<file path="src/rtl/regfile_wr_arbiter_pkg.sv">
// Shared constants and types for the register-file write-port arbiter.
package regfile_wr_arbiter_pkg;

   // One base64 digit per register, eight registers.
   localparam int DW   = 6;
   localparam int AW   = 3;
   localparam int NREG = 2 ** AW;

   // Value swept into every register by the scrub sequencer.
   localparam logic [DW-1:0] SCRUB_VAL = '0;

   // Address of the final register touched by a sweep.
   localparam logic [AW-1:0] LAST_IDX = AW'(NREG - 1);

   typedef enum logic {
      IDLE  = 1'b0,
      SCRUB = 1'b1
   } state_t;

   typedef enum logic {
      ID_A = 1'b0,
      ID_B = 1'b1
   } req_id_t;

endpackage

</file>
<file path="src/rtl/regfile_wr_arbiter_rr_arb2.sv">
// Two-way round-robin picker; the LAST flop lives in the parent.
module rr_arb2
   import regfile_wr_arbiter_pkg::*;
(
   input  logic    elig_a_i,
   input  logic    elig_b_i,
   input  req_id_t last_i,
   output logic    gnt_a_o,
   output logic    gnt_b_o,
   output logic    any_o
);

   // A lone eligible requester always wins; on a tie the one not served last wins.
   always_comb begin
      gnt_a_o = elig_a_i & (~elig_b_i | (last_i == ID_B));
      gnt_b_o = elig_b_i & (~elig_a_i | (last_i == ID_A));
      any_o   = elig_a_i | elig_b_i;
   end

endmodule

</file>
<file path="src/rtl/regfile_wr_arbiter.sv">
// Owns the register-file write port: round-robin between requesters A and B,
// plus a scrub sequencer that sweeps SCRUB_VAL into every register.
module regfile_wr_arbiter
   import regfile_wr_arbiter_pkg::*;
(
   input  logic          clk_i,
   input  logic          clr_i,
   input  logic          req_a_i,
   input  logic [AW-1:0] addr_a_i,
   input  logic [DW-1:0] data_a_i,
   output logic          ack_a_o,
   input  logic          req_b_i,
   input  logic [AW-1:0] addr_b_i,
   input  logic [DW-1:0] data_b_i,
   output logic          ack_b_o,
   input  logic          scrub_req_i,
   output logic          wr_o,
   output logic [AW-1:0] wa_o,
   output logic [DW-1:0] ld_data_o,
   output logic          busy_o,
   output logic          scrub_done_o
);

   state_t        stateQ;
   req_id_t       lastQ;
   logic [AW-1:0] countQ;
   logic [AW-1:0] countD;
   logic          wrQ;
   logic [AW-1:0] waQ;
   logic [DW-1:0] ldDataQ;
   logic          ackAQ;
   logic          ackBQ;
   logic          busyQ;
   logic          scrubDoneQ;

   logic          eligA;
   logic          eligB;
   logic          gntA;
   logic          gntB;
   logic          anyGnt;

   // A requester already being acked this cycle must not be granted again.
   assign eligA  = req_a_i & ~ackAQ;
   assign eligB  = req_b_i & ~ackBQ;

   // Sweep index advances by one and wraps naturally after the last register.
   assign countD = countQ + 1'b1;

   rr_arb2 u_rr_arb2 (
      .elig_a_i (eligA),
      .elig_b_i (eligB),
      .last_i   (lastQ),
      .gnt_a_o  (gntA),
      .gnt_b_o  (gntB),
      .any_o    (anyGnt)
   );

   // Control FSM with registered write-port, handshake and status outputs.
   always_ff @(posedge clk_i or posedge clr_i) begin
      if (clr_i) begin
         stateQ     <= IDLE;
         lastQ      <= ID_B;
         countQ     <= '0;
         wrQ        <= 1'b0;
         waQ        <= '0;
         ldDataQ    <= '0;
         ackAQ      <= 1'b0;
         ackBQ      <= 1'b0;
         busyQ      <= 1'b0;
         scrubDoneQ <= 1'b0;
      end else begin
         case (stateQ)
            IDLE: begin
               scrubDoneQ <= 1'b0;
               if (scrub_req_i) begin
                  stateQ  <= SCRUB;
                  countQ  <= '0;
                  wrQ     <= 1'b1;
                  waQ     <= '0;
                  ldDataQ <= SCRUB_VAL;
                  ackAQ   <= 1'b0;
                  ackBQ   <= 1'b0;
                  busyQ   <= 1'b1;
               end else begin
                  wrQ   <= anyGnt;
                  ackAQ <= gntA;
                  ackBQ <= gntB;
                  busyQ <= 1'b0;
                  if (gntA) begin
                     waQ     <= addr_a_i;
                     ldDataQ <= data_a_i;
                     lastQ   <= ID_A;
                  end else if (gntB) begin
                     waQ     <= addr_b_i;
                     ldDataQ <= data_b_i;
                     lastQ   <= ID_B;
                  end
               end
            end
            SCRUB: begin
               ackAQ  <= 1'b0;
               ackBQ  <= 1'b0;
               countQ <= countD;
               if (countQ == LAST_IDX) begin
                  stateQ     <= IDLE;
                  wrQ        <= 1'b0;
                  busyQ      <= 1'b0;
                  scrubDoneQ <= 1'b1;
               end else begin
                  wrQ     <= 1'b1;
                  waQ     <= countD;
                  ldDataQ <= SCRUB_VAL;
                  busyQ   <= 1'b1;
               end
            end
            default: begin
               stateQ <= IDLE;
               wrQ    <= 1'b0;
               busyQ  <= 1'b0;
            end
         endcase
      end
   end

   assign wr_o         = wrQ;
   assign wa_o         = waQ;
   assign ld_data_o    = ldDataQ;
   assign ack_a_o      = ackAQ;
   assign ack_b_o      = ackBQ;
   assign busy_o       = busyQ;
   assign scrub_done_o = scrubDoneQ;

endmodule

</file>
<file path="config.mk">
export PLATFORM = sky130hd
export DESIGN_NAME = regfile_wr_arbiter
export DESIGN_NICKNAME = d
export VERILOG_FILES = /design/src/rtl/regfile_wr_arbiter_pkg.sv /design/src/rtl/regfile_wr_arbiter_rr_arb2.sv /design/src/rtl/regfile_wr_arbiter.sv
export SDC_FILE = /design/constraint.sdc
export NUM_CORES = 1
export LEC_CHECK = 0
export BUFFER_PORTS_ARGS = -buffer_cell sky130_fd_sc_hd__clkbuf_2
export CAP_MARGIN = 5
export CORE_UTILIZATION = 47
export DETAILED_ROUTE_END_ITERATION = 10
export GPL_TIMING_DRIVEN = 0
export PLACE_DENSITY = 0.86
export SLEW_MARGIN = 20
export SYNTH_ARGS = -nofsm -noshare
export SYNTH_HDL_FRONTEND = slang
export SYNTH_SLANG_ARGS = --single-unit
</file>
<file path="constraint.sdc">
create_clock -name clk_i -period 2.3 [get_ports clk_i]
set_input_delay 0.23 -clock clk_i [delete_from_list [all_inputs] [get_ports clk_i]]
set_output_delay 0.23 -clock clk_i [all_outputs]
set_load 0.005 [all_outputs]
</file>
# == Word level (Yosys, flattened, before mapping) ==
# Cells that the tools add are included.
# totals
register_bits,18
in_bits,23
output_inout_bits,14
word_cells,57
# op_classes
add_sub_neg,1
eq_ne,5
mux,25
n_bitwise,14
n_reduce_logical,3
# ops
cell,count
$mux 6,4
$mux 3,5
$pmux 3 s2,2
$pmux 6 s2,1
$pmux 1 s2,5
$mux 1,8
$not 1->1,7
$and 1x1->1,4
$ne 2x2->1 const B,2
$ne 4x4->1 const B,1
$add 3x1->3 const B,1
$eq 3x3->1 const B,1
$or 1x1->1,3
$reduce_and 3->1,1
$ne 2x1->1 const B,1
$reduce_and 2->1,1
$reduce_bool 2->1,1

# == Depth between registers and ports, before layout ==
# Gate-level depths: netlist (run 1).
# depth
word_depth,9
depth_mapped,6
ltp_nobuf,6

# == Hierarchy ==
# A second synthesis (run 1) with hierarchy kept.
# hier_totals
cells_unflattened,79
hier_area_um2,857.1
# by_module_without_submodules
mod,instances,cells_per_inst,area_per_inst_um2,seq_area_each_um2
regfile_wr_arbiter,1,75,832.0,451.7
rr_arb2,1,4,25.0,0.0

# == Worst setup path before layout (run 1) ==
# Ideal clock, no wire load.
# synth_timing
path_kind,register -> register
startpoint,register countQ[0]
endpoint,register waQ[1] (netlist: wa_o[1])
setup_time_ns,0.082
arrival_time_ns,1.380
t_required_ns,2.218
setup_slack_ns,0.838
stages_incl_launch_ff,7
n_path_buf,0
period_less_slack_ns,1.462
path_cell_list,dfrtp_1 -> ha_1 -> ha_1 -> nand2_1 -> o41ai_4 -> a22o_1 -> a31oi_1
# synth_between
elab_chain_len,3
elab_cells_between_ends,6
cone_classes,add/sub (1); eq/ne (2); mux (2); reduce/logical (1)
# synth_rtl
element,line,text
"start, declared",regfile_wr_arbiter.sv:26,logic [AW-1:0] countQ;
"start signal, assigned",regfile_wr_arbiter.sv:103,countQ <= countD;
$add 3x1->3 or $eq 3x3->1 (tied branches),"regfile_wr_arbiter.sv:47, regfile_wr_arbiter.sv:104",
$mux 3 or $ne 2x2->1 (tied branches),--,
$pmux 3 s2 or $reduce_and 2->1 (tied branches),--,
"end signal, assigned",regfile_wr_arbiter.sv:90,waQ <= addr_a_i;
"end signal, assigned",regfile_wr_arbiter.sv:94,waQ <= addr_b_i;
"end signal, assigned",regfile_wr_arbiter.sv:111,waQ <= countD;
"end, declared",regfile_wr_arbiter.sv:29,logic [AW-1:0] waQ;
# Parallel ways exist; a longest one is shown, timed or not. The select of a mux whose other input is x is not followed.
# A chain may end at the register's enable or synchronous reset.

# == Worst setup path after layout (run 1) ==
# Ends and elaborated chain as after synthesis.

==> results of run 1 <==
## worst max-delay path, cell delays in order, from the launching register on
cell	delay, ns
dfrtp_1	0.41
ha_1	0.22
ha_1	0.24
nand2_1	0.13
o41ai_4	0.16
a22o_1	0.27
a31oi_1	0.14
## through the flow
step | worst slack [ns] | util, % | power [mW] | instances
after floorplan | 0.8381 | - | 0.8326 | 79
after global placement | 0.7086 | 62.51 | 0.9554 | 140
after detailed placement | 0.6673 | 62.51 | 0.9936 | 140
after CTS | 0.6334 | 64.59 | 1.188 | 144
after global routing | 0.5223 | 64.59 | 1.265 | 144
final | 0.6417 | 64.59 | 1.182 | 144
## sequential cells by signal, summed over array words and instances, names as in the netlist
register and cells:
lastQ 1, scrub_done_o 1, busy_o 1, countQ 3, ack_a_o 1, wa_o 3
ack_b_o 1, ld_data_o 6, wr_o 1
## layout make-up
class | count | area [um2]
Sequential cell | 18 | 451.7
Buffer | 2 | 22.52
Multi-Input combinational cell | 53 | 382.9
Clock buffer | 4 | 36.28
Fill cell | 157 | 618.1
Timing Repair Buffer | 36 | 180.2
Inverter | 6 | 22.52
Tap cell | 25 | 31.28
## final timing paths
kind                                                from  slack [ns]                       end
worst max-delay path               countQ[0]$_DFFE_PP0N_        0.64       wa_o[1]$_DFFE_PP0P_
worst min-delay path                               clr_i      -0.008  ld_data_o[0]$_DFFE_PP0P_
worst max register to register     countQ[0]$_DFFE_PP0N_        0.64       wa_o[1]$_DFFE_PP0P_
worst min register to register  ld_data_o[0]$_DFFE_PP0P_        0.50  ld_data_o[0]$_DFFE_PP0P_
max in group asynchronous                          clr_i        1.89          busy_o$_DFF_PP0_
min in group clk_i                           data_a_i[0]        0.22  ld_data_o[0]$_DFFE_PP0P_
## layout by cell type (no fill, tap or decap), drive strengths merged, types with 3 or more instances in the layout
master and n:
dfrtp 17, nand2 14, o21ai 7, nor2b 4, clkbuf 40, inv 6
mux2i 9, a21oi 3
## layer usage
layer | up-vias | wire length [um] | part of all wire [%] | GRT usage, %
met3 | 2 | 99 | 5.2 | 7.600
met2 | 28 | 1010 | 53 | 32.46
met1 | 345 | 765 | 41 | 23.21
li1 | 352 | - | - | -
met4 | 0 | 12 | 0.64 | 7.273
met5 | - | 0 | 0 | 0
## power breakdown
group / internal, mW / switching [mW] / leakage (nW) / total, mW
registers: 0.421 / 0.0541 / 0.225 / 0.475
logic: 0.242 / 0.266 / 0.364 / 0.508
clock network: 0.0968 / 0.102 / 0.0210 / 0.199
total: 0.760 / 0.422 / 0.610 / 1.18
## cell families (layout without fill, tap and decap cells)
kind of cell	count (synthesis)	after routing	synth area share, %
muxes	9	9	10.24
AOI/OAI and AO/OA	21	21	18.63
and+or+nand+nor	21	21	11.81
DFF	18	18	51.35
adders and majority gates	2	2	2.844
buffers and inverters	8	48	5.121
==> results.txt, run 1 <==
Core Area: 1745 um2
Total GRT Usage: 19.71%
total wire length: 1888 um
total nets after synthesis: 104
Layout area overhead: 28.16%
detailed placer's ending HPWL: 1470 um
die area: 2048 um2
critical path capture point type: flip-flop
root buf cell: clkbuf_4
sequential fraction of the synthesis area: 51.35%
type of the worst setup path: flip-flop to flip-flop
Synth Flop Type: dfrtp_1
DRC errors left: 0
RePlAce Congestion: 0.7841
Setup TNS Final: 0 ns
top-area cell type share of the netlist area: 48.36%
clk_skew: 0.002211 ns
RSZ-0062 raised after global routing: no
CTS clk-pin slew, worst paths: 0.10 ns
Placed Area: 1091 um2
P_leak: 0.6103 nW
drt first pass iters: 4
Mapped Area: 879.6 um2
Distinct cells, synth: 23
Top Ports: 37
Hold Slack: -0.007665 ns
Iter 0 DRT Violations: 11
Mapped Cells: 79
CTS H-tree depth: 1
Synth area leaders: dfrtp_1, mux2i_1, nand2_1
ys async rst share: 100.0%
Final Slew Violations: 0
CP Max Fanout: 10
Final nets: 145
Setup-failing EPs final: 0
Die Height: 45.26 um
TritonCTS clock tree: yes
worst vdd rail ir drop: 0.5584 mV
GRT Residual Overflow: 0
detailed-route vias per instance: 5.049
FF-to-FF path depth: 6
WP data arrival: 1.89 ns
run status: complete, but fails checks
vias in the first global route: 696
nature of the critical path startpoint: flip-flop
clock buffer count from CTS: 3
Finished Cell Area: 1127 um2
CP Data Required Time: 2.53 ns
Mean Syn Cell Area: 11.13 um2
fmax: 603.0 MHz
CTS max path bufs: 2
Tightest Pin Transition: 0.7867 ns
leading area contributor after synthesis: dfrtp_1
Rel. slew slack: 47.00%
Vias: 727
number of I/O port buffers: 36
Period minus WS final: 1.658 ns
row count: 15
hold buffer count at CTS: 0
Ys Warns: 0
initial antenna violation count: 0
Die X: 45.26 um
failing checks: hold timing
Starting Density: 50.39%
final hold violations: 17
max_cap viols: 0
buffer count from post-CTS setup fixing: 0
fin crit share: 72.10%
post-CTS resize count: 0
Hold Path Class: input pin to async pin
antenna cells: 0
average wire per standard cell: 13.11 um
post-synthesis register bit count: 18
Post-synth EDFFs: 0
top cells by count, synth: dfrtp_1, nand2_1, mux2i_1
largest net degree at the start of global routing: 19
clock latency at the later pin of the worst-skew pair: 0.30 ns
share of layout cells above drive strength 1: 41.18%
DRT antenna net count: 0
Power Density: 1048 nW/um2
global-route wire length before repair: 2822 um
Sink Count: 18
most numerous cell in the Yosys netlist: dfrtp_1
No activity file was read; power rests on OpenSTA's default activity.
==> inputs of run 2 (changes only) <==
CORE_UTILIZATION = 46   (was 47)
PLACE_DENSITY = 0.84   (was 0.86)
clock period = 1.6 ns   (was 2.3 ns; I/O delays follow)
==> results.txt, run 2 (synthesis results as in run 1) <==
Total GRT Usage: 20.72%
DRT antenna net count: 0
Hold Path Class: input pin to flip-flop
Tightest Pin Transition: 0.6901 ns
global-route wire length before repair: 2994 um
Rel. slew slack: 53.95%
antenna cells: 0
internal cell power: 1.132 mW
CP Cell Sequence: ha_1 > ha_2 > nand2_2 > o41ai_4 > a22o_1 > a31oi_1
critical path's top delay family: compound AO/OA/AOI/OAI gates
GRT Residual Overflow: 0
CTS H-tree depth: 1
leading cell type in the layout, fill and taps excluded: clkbuf_2
Die X: 45.73 um
Comb pwr share: 44.8%
fin crit share: 94.79%
Sink Count: 18
RePlAce Congestion: 0.7884
run status: complete, no violations
initial antenna violation count: 0
Flop pwr share: 38.8%
average wire per standard cell: 13.30 um
WP data arrival: 1.73 ns
largest net degree at the start of global routing: 19
vias in the first global route: 742
Setup-failing EPs final: 0
die area: 2091 um2
type of the worst setup path: flip-flop to flip-flop
CTS max path bufs: 2
Vias: 762
Power, Total: 1.754 mW
detailed-route vias per instance: 5.149
Finished Cell Area: 1165 um2
NetSw: 0.6218 mW
Sw Share: 35.46%
CP Buf/Inv Count: 0
clock latency at the later pin of the worst-skew pair: 0.30 ns
fmax: 659.3 MHz
root buf cell: clkbuf_4
clock buffer count from CTS: 3
RSZ-0062 raised after global routing: no
Period minus WS final: 1.517 ns
clk_skew: 0.003139 ns
TritonCTS clock tree: yes
final hold violations: 0
total wire length: 1968 um
Placed Area: 1091 um2
Die Height: 45.73 um
Max stage delay on crit path: 0.40 ns
Largest register FFs: 6
R2R Setup Slk: 0.08 ns
Layout area overhead: 32.43%
detailed placer's ending HPWL: 1476 um
Top Ports: 37
max_cap viols: 0
Power Density: 1505 nW/um2
setup ws final: 0.08331 ns
Core Area: 1764 um2
drt first pass iters: 4
row count: 15
share of layout cells above drive strength 1: 43.90%
critical path capture point type: flip-flop
CP Data Required Time: 1.82 ns
nature of the critical path startpoint: flip-flop
number of I/O port buffers: 36
Starting Density: 49.86%
pre-CTS setup slack: -0.03755 ns
slowest cell on the critical path: dfrtp_1
Final Slew Violations: 0
Iter 0 DRT Violations: 10
CTS clk-pin slew, worst paths: 0.11 ns
Final nets: 149
CP Max Fanout: 6
worst vdd rail ir drop: 0.8529 mV
most frequent cells in the layout: clkbuf_2, dfrtp_1, nand2_1
P_leak: 0.6306 nW
DRC errors left: 0
Clk network pwr share: 16.4%
run 2: area by class of cell:
type | count | area (um2)
timing repair buffer | 40 | 212.7
sequential | 18 | 451.7
fill | 162 | 599.3
buffer | 2 | 22.52
tap | 25 | 31.28
inverter | 6 | 22.52
multi-input combinational | 53 | 387.9
clock buffer | 4 | 36.28
run 2: worst paths after layout:
kind | from | to | depth (start not counted)
worst min register to register | ld_data_o[0]$_DFFE_PP0P_ | ld_data_o[0]$_DFFE_PP0P_ | 2
max in group asynchronous | clr_i | wr_o$_DFF_PP0_ | 3
worst min-delay path | data_b_i[0] | ld_data_o[0]$_DFFE_PP0P_ | 3
worst max register to register | countQ[0]$_DFFE_PP0N_ | wa_o[1]$_DFFE_PP0P_ | 6
worst max-delay path | countQ[0]$_DFFE_PP0N_ | wa_o[1]$_DFFE_PP0P_ | 6
min in group asynchronous | clr_i | ld_data_o[5]$_DFFE_PP0P_ | 3
run 2: per-layer routing:
metal  part of all wire (%)  global-route usage [%]  vias up  routed length, um
li1                       -                       -      361                  -
met1                     41                   22.31      376                802
met2                     54                   38.00       21               1065
met3                    3.5                   3.968        4                 69
met4                    1.6                   10.59        0                 31
met5                      0                       0        -                  0
run 2: metrics by stage:
step	TNS, ns	util, %	instances	hold slack (ns)
global placement	-0.004366	61.84	140	0.2672
global route	0	66.03	148	0.1661
CTS	0	65.18	146	0.1546
finish	0	66.03	148	0.1529
detailed placement	-0.04143	61.84	140	0.2752
floorplan	0	-	79	0.09784
run 2: repair_timing:
| action | CTS | global route |
|---|---|---|
| buffers inserted | 1 | 2 |
| hold endpoints to repair | 17 | 0 |
| pin swaps | 0 | 1 |
| hold buffers | 1 | 0 |
| endpoints found under the setup margin | 2 | 8 |
| gates resized for setup | 2 | 1 |
run 2: power by group through the flow:
| stage | Clock (mW) | Combinational (mW) | Sequential, mW |
|---|---|---|---|
| floorplan | 0 | 0.508 | 0.689 |
| global placement | 0 | 0.693 | 0.682 |
| detailed placement | 0 | 0.730 | 0.694 |
| CTS | 0.286 | 0.754 | 0.684 |
| global route | 0.307 | 0.872 | 0.696 |
| finish | 0.287 | 0.787 | 0.680 |
run 2: tightest hold or removal path, delay by kind of cell:
kind | cells | cell delay (ns)
AO/OA/AOI/OAI | 1 | 0.13
buffers and inverters | 1 | 0.07
multiplexers | 1 | 0.05
